===== src/rtl/booth3_seq_mult_ctrl.sv =====
// booth3_seq_mult_ctrl: sequential signed radix-8 Booth multiplier controller.
// The 3A multiple is formed once, then one Booth-3 digit is retired per cycle.
module booth3_seq_mult_ctrl #(
    parameter int WIDTH = 8
) (
    input  logic               clk,
    input  logic               rst,
    input  logic               in_valid,
    output logic               in_ready,
    input  logic [WIDTH-1:0]   a,
    input  logic [WIDTH-1:0]   b,
    output logic               out_valid,
    input  logic               out_ready,
    output logic [2*WIDTH-1:0] product,
    output logic               busy
);
    localparam int NDIG = (WIDTH + 3) / 3;
    localparam int YW   = 3 * NDIG + 1;
    localparam int CW   = $clog2(NDIG + 1);
    localparam int PW   = 2 * WIDTH;

    typedef enum logic [1:0] {IDLE, PRE, DIG, DONE} state_t;

    state_t           state_q, state_d;
    logic [WIDTH-1:0] a_q, a_d;
    logic [YW-1:0]    y_q, y_d;
    logic [WIDTH+1:0] m3_q, m3_d;
    logic [PW-1:0]    acc_q, acc_d, prod_q, prod_d;
    logic [CW-1:0]    cnt_q, cnt_d;
    logic [3:0]       grp, dabs;
    logic signed [3:0] dig;
    logic [PW-1:0]    a_ext, m3_ext, pos, sel;

    // y_q holds the multiplier with y[-1] at bit 0 and is shifted 3 bits per digit
    always_comb begin
        grp    = y_q[3:0];
        dig    = $signed({grp[3], grp[3:1]}) + $signed({3'b000, grp[0]});
        dabs   = dig[3] ? -dig : dig;
        a_ext  = {{WIDTH{a_q[WIDTH-1]}}, a_q};
        m3_ext = {{(PW-WIDTH-2){m3_q[WIDTH+1]}}, m3_q};
        pos    = dabs == 4'd1 ? a_ext :
                 dabs == 4'd2 ? a_ext << 1 :
                 dabs == 4'd3 ? m3_ext :
                 dabs == 4'd4 ? a_ext << 2 : '0;
        sel    = dig[3] ? -pos : pos;
    end

    always_comb begin
        state_d = state_q;
        a_d     = a_q;
        y_d     = y_q;
        m3_d    = m3_q;
        acc_d   = acc_q;
        prod_d  = prod_q;
        cnt_d   = cnt_q;
        case (state_q)
            IDLE: if (in_valid) begin
                a_d     = a;
                y_d     = {{(YW-1-WIDTH){b[WIDTH-1]}}, b, 1'b0};
                acc_d   = '0;
                cnt_d   = '0;
                state_d = PRE;
            end
            PRE: begin
                m3_d    = {a_q[WIDTH-1], a_q[WIDTH-1], a_q} + {a_q[WIDTH-1], a_q, 1'b0};
                state_d = DIG;
            end
            DIG: if (cnt_q == CW'(NDIG)) begin
                prod_d  = acc_q;
                state_d = DONE;
            end else begin
                acc_d = acc_q + (sel << (3 * cnt_q));
                y_d   = y_q >> 3;
                cnt_d = cnt_q + 1'b1;
            end
            DONE: if (out_ready) state_d = IDLE;
            default: state_d = IDLE;
        endcase
    end

    always_ff @(posedge clk) begin
        if (rst) begin
            state_q <= IDLE;
            a_q     <= '0;
            y_q     <= '0;
            m3_q    <= '0;
            acc_q   <= '0;
            prod_q  <= '0;
            cnt_q   <= '0;
        end else begin
            state_q <= state_d;
            a_q     <= a_d;
            y_q     <= y_d;
            m3_q    <= m3_d;
            acc_q   <= acc_d;
            prod_q  <= prod_d;
            cnt_q   <= cnt_d;
        end
    end

    assign in_ready  = state_q == IDLE;
    assign busy      = state_q != IDLE;
    assign out_valid = state_q == DONE;
    assign product   = prod_q;
endmodule


===== config.mk =====
export PLATFORM = sky130hd
export DESIGN_NAME = booth3_seq_mult_ctrl
export DESIGN_NICKNAME = d
export VERILOG_FILES = /design/src/rtl/booth3_seq_mult_ctrl.sv
export SDC_FILE = /design/constraint.sdc
export NUM_CORES = 1
export LEC_CHECK = 0
export ABC_AREA = 1
export CAP_MARGIN = 0
export CORE_ASPECT_RATIO = 2
export CORE_MARGIN = 3
export CORE_UTILIZATION = 40
export CTS_CLUSTER_DIAMETER = 120
export DETAILED_ROUTE_END_ITERATION = 10
export GPL_ROUTABILITY_DRIVEN = 0
export RECOVER_POWER = 50
export SKIP_CTS_REPAIR_TIMING = 1
export SYNTH_ARGS = -nofsm -noshare
export SYNTH_HDL_FRONTEND = slang
export SYNTH_SLANG_ARGS = --single-unit

===== constraint.sdc =====
create_clock -name clk -period 4.7 [get_ports clk]
set_input_delay 0.705 -clock clk [delete_from_list [all_inputs] [get_ports clk]]
set_output_delay 0.705 -clock clk [all_outputs]
set_load 0.02 [all_outputs]

==> results of run 1 <==
flip-flops by register name, indices dropped and copies added, names as in the netlist:
signal	count
a_q	8
acc_q	16
cnt_q	2
m3_q	10
product	16
state_q	2
y_q	9
layout by cell type (no fill, tap or decap), types with 5 or more instances in the layout:
master           instances
nand2_4                  6
nand2_1                121
inv_1                   60
nand2_2                 22
o21ai_1                  9
nand3_1                 52
nand3_2                 21
ha_1                    29
buf_4                   84
nand4_2                  5
xor2_1                   6
dlygate4sd3_1           17
inv_2                    8
dfxtp_1                 61
o21ai_2                 14
nor2_2                   8
clkbuf_16                9
nand4_1                 13
a21oi_2                 12
nand3b_1                 9
a21oi_1                 53
nor2_1                  77
o21ai_0                 60
clkdlybuf4s50_1         21
ha_4                     5
or2_2                    6
nor2_4                  11
worst max path at each step:
stage / startpoint / end
global placement: y_q[0]$_SDFFE_PP0P_ / acc_q[12]$_SDFFE_PP0P_
finish: y_q[1]$_SDFFE_PP0P_ / acc_q[11]$_SDFFE_PP0P_
global route: y_q[1]$_SDFFE_PP0P_ / acc_q[12]$_SDFFE_PP0P_
floorplan: y_q[0]$_SDFFE_PP0P_ / acc_q[12]$_SDFFE_PP0P_
CTS: y_q[0]$_SDFFE_PP0P_ / acc_q[12]$_SDFFE_PP0P_
detailed placement: y_q[0]$_SDFFE_PP0P_ / acc_q[12]$_SDFFE_PP0P_
logic make-up after synthesis:
logic type                 share of synthesized area, %
AOI/OAI and AO/OA                                  17.7
muxes                                             0.206
and+or+nand+nor                                    36.8
buffers and inverters                              8.28
DFF                                                26.0
xor gates and xnor gates                           1.44
adders and majority gates                          9.60
per-layer routing:
layer	GRT usage [%]	vias up
li1	-	2663
met1	17.8	2430
met2	42.7	86
met3	3.55	44
met4	11.1	0
met5	0	-
cell usage after synthesis, drive strengths merged:
| library cell | number |
|---|---|
| nand2 | 149 |
| nor2 | 96 |
| o21ai | 84 |
| nand3 | 73 |
| inv | 70 |
| a21oi | 65 |
| dfxtp | 63 |
| ha | 34 |
| clkbuf | 19 |
| nand4 | 19 |
| buf | 9 |
| nand3b | 9 |
| or2 | 8 |
| xor2 | 6 |
| a211oi | 3 |
| a21boi | 3 |
| a31oi | 3 |
| nor4 | 3 |
| clkinv | 2 |
| fa | 2 |
| nor3 | 2 |
| xnor2 | 2 |
| mux2i | 1 |
| o2111ai | 1 |
| o21bai | 1 |
| o22ai | 1 |
| o31ai | 1 |
critical path, delay by kind of cell, from the launching register on:
kind / cells / cell delay [ps]
flops: 1 / 340
xor+xnor: 1 / 220
simple gates: 19 / 1760
buf+inv: 2 / 100
compound gates: 9 / 1210
fa+ha+maj: 5 / 1130
power by group:
part	internal [mW]	switching (mW)
logic	1.38	1.86
registers	0.647	0.130
clock network	0.536	0.259
total	2.56	2.25
area by class of cell:
type / instances / area (µm²) / share of cell area (%)
multi-input combinational: 566 / 3520 / 53.1
sequential: 63 / 1260 / 19.1
timing repair buffer: 123 / 1030 / 15.6
inverter: 72 / 275 / 4.15
clock buffer: 10 / 239 / 3.61
tap: 145 / 181 / 2.74
clock inverter: 6 / 116 / 1.76
per-stage QoR:
stage	power, mW	hold WS [ps]
floorplan	2.54	425
global placement	3.49	442
detailed placement	3.55	440
CTS	4.37	447
global route	5.18	478
finish	4.81	450
==> summary.log, run 1 <==
INFO  status         status=finished with violations
INFO  status         violated_checks=negative setup slack
INFO  worst_setup_path critical_path.reg2reg.startpoint=y_q[1]$_SDFFE_PP0P_
INFO  clocking       numCtsBuffers=9
INFO  yosys          syn_area_per_cell=6.65µm²
INFO  global_routing grt_pass1_wl=22600µm
INFO  sta            setup_total_negative_slack=-327ps
INFO  clocking       max-clock-path-buffers=2
INFO  sta            setup-violations-final=3
INFO  yosys          netlist_area=4850µm²
INFO  floorplanning  die_w=83.9µm
INFO  clocking       tritoncts=done
INFO  worst_setup_path critPathCaptureType=flop
INFO  sta            slew_violations=0
INFO  sta            relSlewSlack=34.2%
INFO  yosys          synth_cells=729
INFO  global_routing grt_max_degree=38
INFO  yosys          synth.largest_area_cell=dfxtp_1
INFO  global_routing gr-total-overflow=0
INFO  placement      portBuffers=38
INFO  route          initial_drt_markers=183
INFO  power_and_ir_drop power.density_cell_area=726nW/µm²
INFO  cells_and_area insertedDiodeCount=0
INFO  floorplanning  row_count=56
INFO  floorplanning  start_util=41.2%
INFO  floorplanning  floorplan.core_area=11800µm²
INFO  min_path       hold_path_startpoint=y_q[5]$_SDFFE_PP0P_
INFO  route          routed.top_layer=met4
INFO  cells_and_area final_standard_cell_utilization_of_the_core=56.3%
INFO  worst_setup_path setup.worst_path.class=flop to flop
INFO  yosys          synth_top_area_share=26.0%
INFO  sta            period_share=103%
INFO  yosys          synth.distinct_cells=41
INFO  global_routing first_global_vias=4996
INFO  placement      dpl.hpwl=10900µm
INFO  cells_and_area num-nets-final=891
INFO  sta            max_freq=207MHz
INFO  route          route.detailed.vias_per_inst=5.30
INFO  power_and_ir_drop leakage=3.19nW
INFO  placement      placement.cell_area=5800µm²
INFO  route          ant_nets=0
INFO  clocking       cts.sink_count=63
INFO  yosys          yosysWarningCount=0
INFO  job            maxCapViolCount=0
INFO  route          routedLengthMet1=4740µm
INFO  yosys          synth-seq-cells=63
INFO  sta            final-hold-violation-count=0
INFO  route          met3WireLength=341µm
INFO  min_path       whs_endpoint=y_q[5]$_SDFFE_PP0P_
INFO  worst_setup_path r2r.worst_path.cells=36
INFO  worst_setup_path startpoint_type=flop
INFO  route          routed-wl-met2=8550µm
INFO  cells_and_area drive_above_1_share=28.2%
INFO  sta            finalCriticalPeriod=4830ps
INFO  worst_setup_path worst-endpoint-required=4970ps
INFO  worst_setup_path cp_max_fo=5
INFO  floorplanning  floorplan.die.height=162µm
INFO  cells_and_area synthToLayoutAreaGrowth=36.6%
INFO  global_routing initial_antenna_violation_count=0
INFO  route          dr.pass1.iters=4
INFO  worst_setup_path critical_path.reg2reg.endpoint=acc_q[11]$_SDFFE_PP0P_
INFO  sta            worst_pin_slew=987ps
INFO  cells_and_area finish.instance_area=6630µm²
INFO  power_and_ir_drop vdd_ir_drop_max=364µV
INFO  min_path       holdCritPathClass=flop to flop
INFO  floorplanning  top_level_ports=39
INFO  worst_setup_path crit_path_max_incr_delay=340ps
INFO  yosys          synth.net_count=785
INFO  cells_and_area final_cell_count_no_fill=985
INFO  min_path       timing.hold.worst_path_depth=2
INFO  placement      place.detailed.instances=952
INFO  yosys          ys_seq_area_share=26.0%
INFO  route          route.detailed.drc=0
INFO  route          route.detailed.wl_per_inst=14.6µm
INFO  sta            setup_slack=-132ps
INFO  yosys          synth.top_cells.by_area=dfxtp_1 (26%), nand2_1 (11%), ha_1 (8.8%)
INFO  worst_setup_path cp.arrival=5110ps
INFO  worst_setup_path regToRegSetupSlack=-130ps
INFO  floorplanning  die_area=13600µm²
INFO  clocking       htree_levels=3
INFO  clocking       ctsRootBufferMaster=clkbuf_16
INFO  clocking       worst_setup_hold_path_clk_slew=60ps
INFO  worst_setup_path critPathSlowestCell=dfxtp_2
INFO  placement      place_ws=-353ps
INFO  cells_and_area final.fill_count=1114
INFO  sta            rsz0062_at_grt=true
INFO  route          routed_wl=14400µm
INFO  route          vias=5223
INFO  clocking       clock_latency=340ps
INFO  sta            layout_skew=9.18ps
INFO  global_routing globalRouteTotalUtil=20.6%
No activity file was read; power rests on OpenSTA's default activity.
==> run 2: changes to the inputs <==
--- a/config.mk
+++ b/config.mk
@@ -9,10 +9,12 @@
 export CAP_MARGIN = 0
 export CORE_ASPECT_RATIO = 2
 export CORE_MARGIN = 3
-export CORE_UTILIZATION = 40
+export CORE_UTILIZATION = 54
 export CTS_CLUSTER_DIAMETER = 120
+export CTS_CLUSTER_SIZE = 30
 export DETAILED_ROUTE_END_ITERATION = 10
 export GPL_ROUTABILITY_DRIVEN = 0
+export PLACE_DENSITY = 0.78
 export RECOVER_POWER = 50
 export SKIP_CTS_REPAIR_TIMING = 1
 export SYNTH_ARGS = -nofsm -noshare
==> run 2 against run 1 <==
  * The run still ends with negative setup slack left
  * Global-route usage rose by 6.5 points
  * Maximum frequency is 5.4% lower
  * Via count is 2.7% higher
  * Critical path depth is 4 higher
  * Count of clock-buffer cells in the layout shrank 1
  * Design area shrank 4.1%
  * Cell count down 6.2%
  * Largest cell class unchanged
  * Highest routed layer unchanged
==> summary.log, run 2 (synthesis gave the netlist of run 1 again) <==
INFO  status         status=finished with violations
INFO  status         violated_checks=negative setup slack
INFO  worst_setup_path critPathSlowestCell=dfxtp_2
INFO  worst_setup_path worst-endpoint-required=4970ps
INFO  global_routing gr-total-overflow=0
INFO  worst_setup_path setup.worst_path.class=flop to flop
INFO  sta            layout_skew=5.55ps
INFO  cells_and_area finish.instance_area=6350µm²
INFO  global_routing initial_antenna_violation_count=0
INFO  power_and_ir_drop vdd_ir_drop_max=466µV
INFO  floorplanning  floorplan.core_area=8710µm²
INFO  worst_setup_path critPathCaptureType=flop
INFO  sta            period_share=109%
INFO  worst_setup_path critical-path-top-cell-by-count=nand2_1
INFO  global_routing globalRouteTotalUtil=27.1%
INFO  sta            rsz0062_at_grt=true
INFO  sta            setup-violations-final=4
INFO  route          dr.pass1.iters=5
INFO  cells_and_area num-nets-final=875
INFO  route          initial_drt_markers=337
INFO  clocking       numCtsBuffers=9
INFO  clocking       cts.sink_count=63
INFO  cells_and_area synthToLayoutAreaGrowth=31.0%
INFO  sta            worst_pin_slew=941ps
INFO  cells_and_area final_cell_count_no_fill=924
INFO  clocking       htree_levels=3
INFO  route          route.detailed.vias_per_inst=5.80
INFO  clocking       clock_latency=340ps
INFO  sta            finalCriticalPeriod=5110ps
INFO  route          route.detailed.drc=0
INFO  cells_and_area layout.cells.most_common_list=nand2_1 (129), nor2_1 (76), buf_4 (66)
INFO  sta            max_freq=196MHz
INFO  route          routed_wl=14400µm
INFO  route          vias=5362
INFO  clocking       tritoncts=done
INFO  power_and_ir_drop power.density_cell_area=734nW/µm²
INFO  worst_setup_path crit_path_max_incr_delay=330ps
INFO  floorplanning  die_area=10200µm²
INFO  clocking       max-clock-path-buffers=2
INFO  min_path       holdCritPathClass=flop to flop
INFO  cells_and_area drive_above_1_share=24.4%
INFO  power_and_ir_drop leakage=3.07nW
INFO  cells_and_area final.fill_count=634
INFO  floorplanning  floorplan.die.height=140µm
INFO  sta            relSlewSlack=37.2%
INFO  cells_and_area final_standard_cell_utilization_of_the_core=73.0%
INFO  sta            slew_violations=0
INFO  worst_setup_path cp.arrival=5380ps
INFO  sta            setup_slack=-409ps
INFO  global_routing first_global_vias=5167
INFO  placement      placement.cell_area=5660µm²
INFO  worst_setup_path cp_max_fo=4
INFO  floorplanning  top_level_ports=39
INFO  placement      dpl.hpwl=10200µm
INFO  floorplanning  start_util=55.7%
INFO  placement      portBuffers=38
INFO  floorplanning  row_count=48
INFO  route          ant_nets=0
INFO  placement      place.detailed.instances=897
INFO  job            maxCapViolCount=0
INFO  global_routing grt_pass1_wl=22300µm
INFO  sta            timing.hold.ws=455ps
INFO  floorplanning  die_w=73.0µm
INFO  cells_and_area insertedDiodeCount=0
INFO  clocking       worst_setup_hold_path_clk_slew=60ps
INFO  cells_and_area most_common_cell_after_layout_fill_and_taps_aside=nand2_1
INFO  worst_setup_path startpoint_type=flop
INFO  global_routing grt_max_degree=38
INFO  sta            final-hold-violation-count=0
INFO  route          route.detailed.wl_per_inst=15.6µm
INFO  clocking       ctsRootBufferMaster=clkbuf_16
run 2: cell types whose count changed in the layout (fill, tap and decap cells not counted), sizes merged:
cell | previous run | this run
buf | 85 | 69
inv | 71 | 73
bufinv | 3 | 2
clkbuf | 10 | 9
clkdlybuf4s50 | 21 | 22
clkinv | 4 | 3
clkinvlp | 0 | 1
dlygate4sd3 | 17 | 16
run 2: final timing paths:
check	endpoint	slack, ps	from	cells past startpoint
worst max-delay path	acc_q[12]$_SDFFE_PP0P_	-410	y_q[1]$_SDFFE_PP0P_	40
worst min-delay path	y_q[6]$_SDFFE_PP0P_	460	y_q[6]$_SDFFE_PP0P_	2
worst min register to register	y_q[6]$_SDFFE_PP0P_	460	y_q[6]$_SDFFE_PP0P_	2
worst max register to register	acc_q[12]$_SDFFE_PP0P_	-410	y_q[1]$_SDFFE_PP0P_	40
run 2: layer usage:
metal	track usage, %	part of all wire (%)
met1	24.3	33
met2	51.8	56
met3	5.32	3.3
met4	16.7	7.2
met5	0	0
run 2: per-stage QoR:
step	total power, mW	setup WS, ps	setup TNS [ps]
2_1_floorplan	2.54	53.6	0
3_3_place_gp	3.37	-129	-315
3_5_place_dp	3.45	-338	-1060
4_1_cts	4.20	-428	-1610
5_1_grt	5.01	-750	-3100
6_report	4.66	-409	-738
run 2: area by class of cell:
class                      instances  area [µm²]  area share, %
multi-input combinational        566        3460           54.4
sequential                        63        1260           19.9
timing repair buffer             107         910           14.3
inverter                          72         270           4.25
clock buffer                       9         225           3.54
tap                              100         125           1.97
clock inverter                     7         103           1.61
run 2: where the power goes:
group	total, mW	switching (mW)	leakage, nW	internal, mW
Sequential	0.776	0.129	0.514	0.647
Combinational	3.15	1.86	2.40	1.29
Clock	0.738	0.268	0.157	0.470
run 2: worst max-delay path: cells and delay by family (launching register included):
kind	cells	cell delay [ps]
buf+inv	5	310
fa+ha+maj	5	1040
compound gates	8	1180
flops	1	330
simple gates	21	2000
xor+xnor	1	170
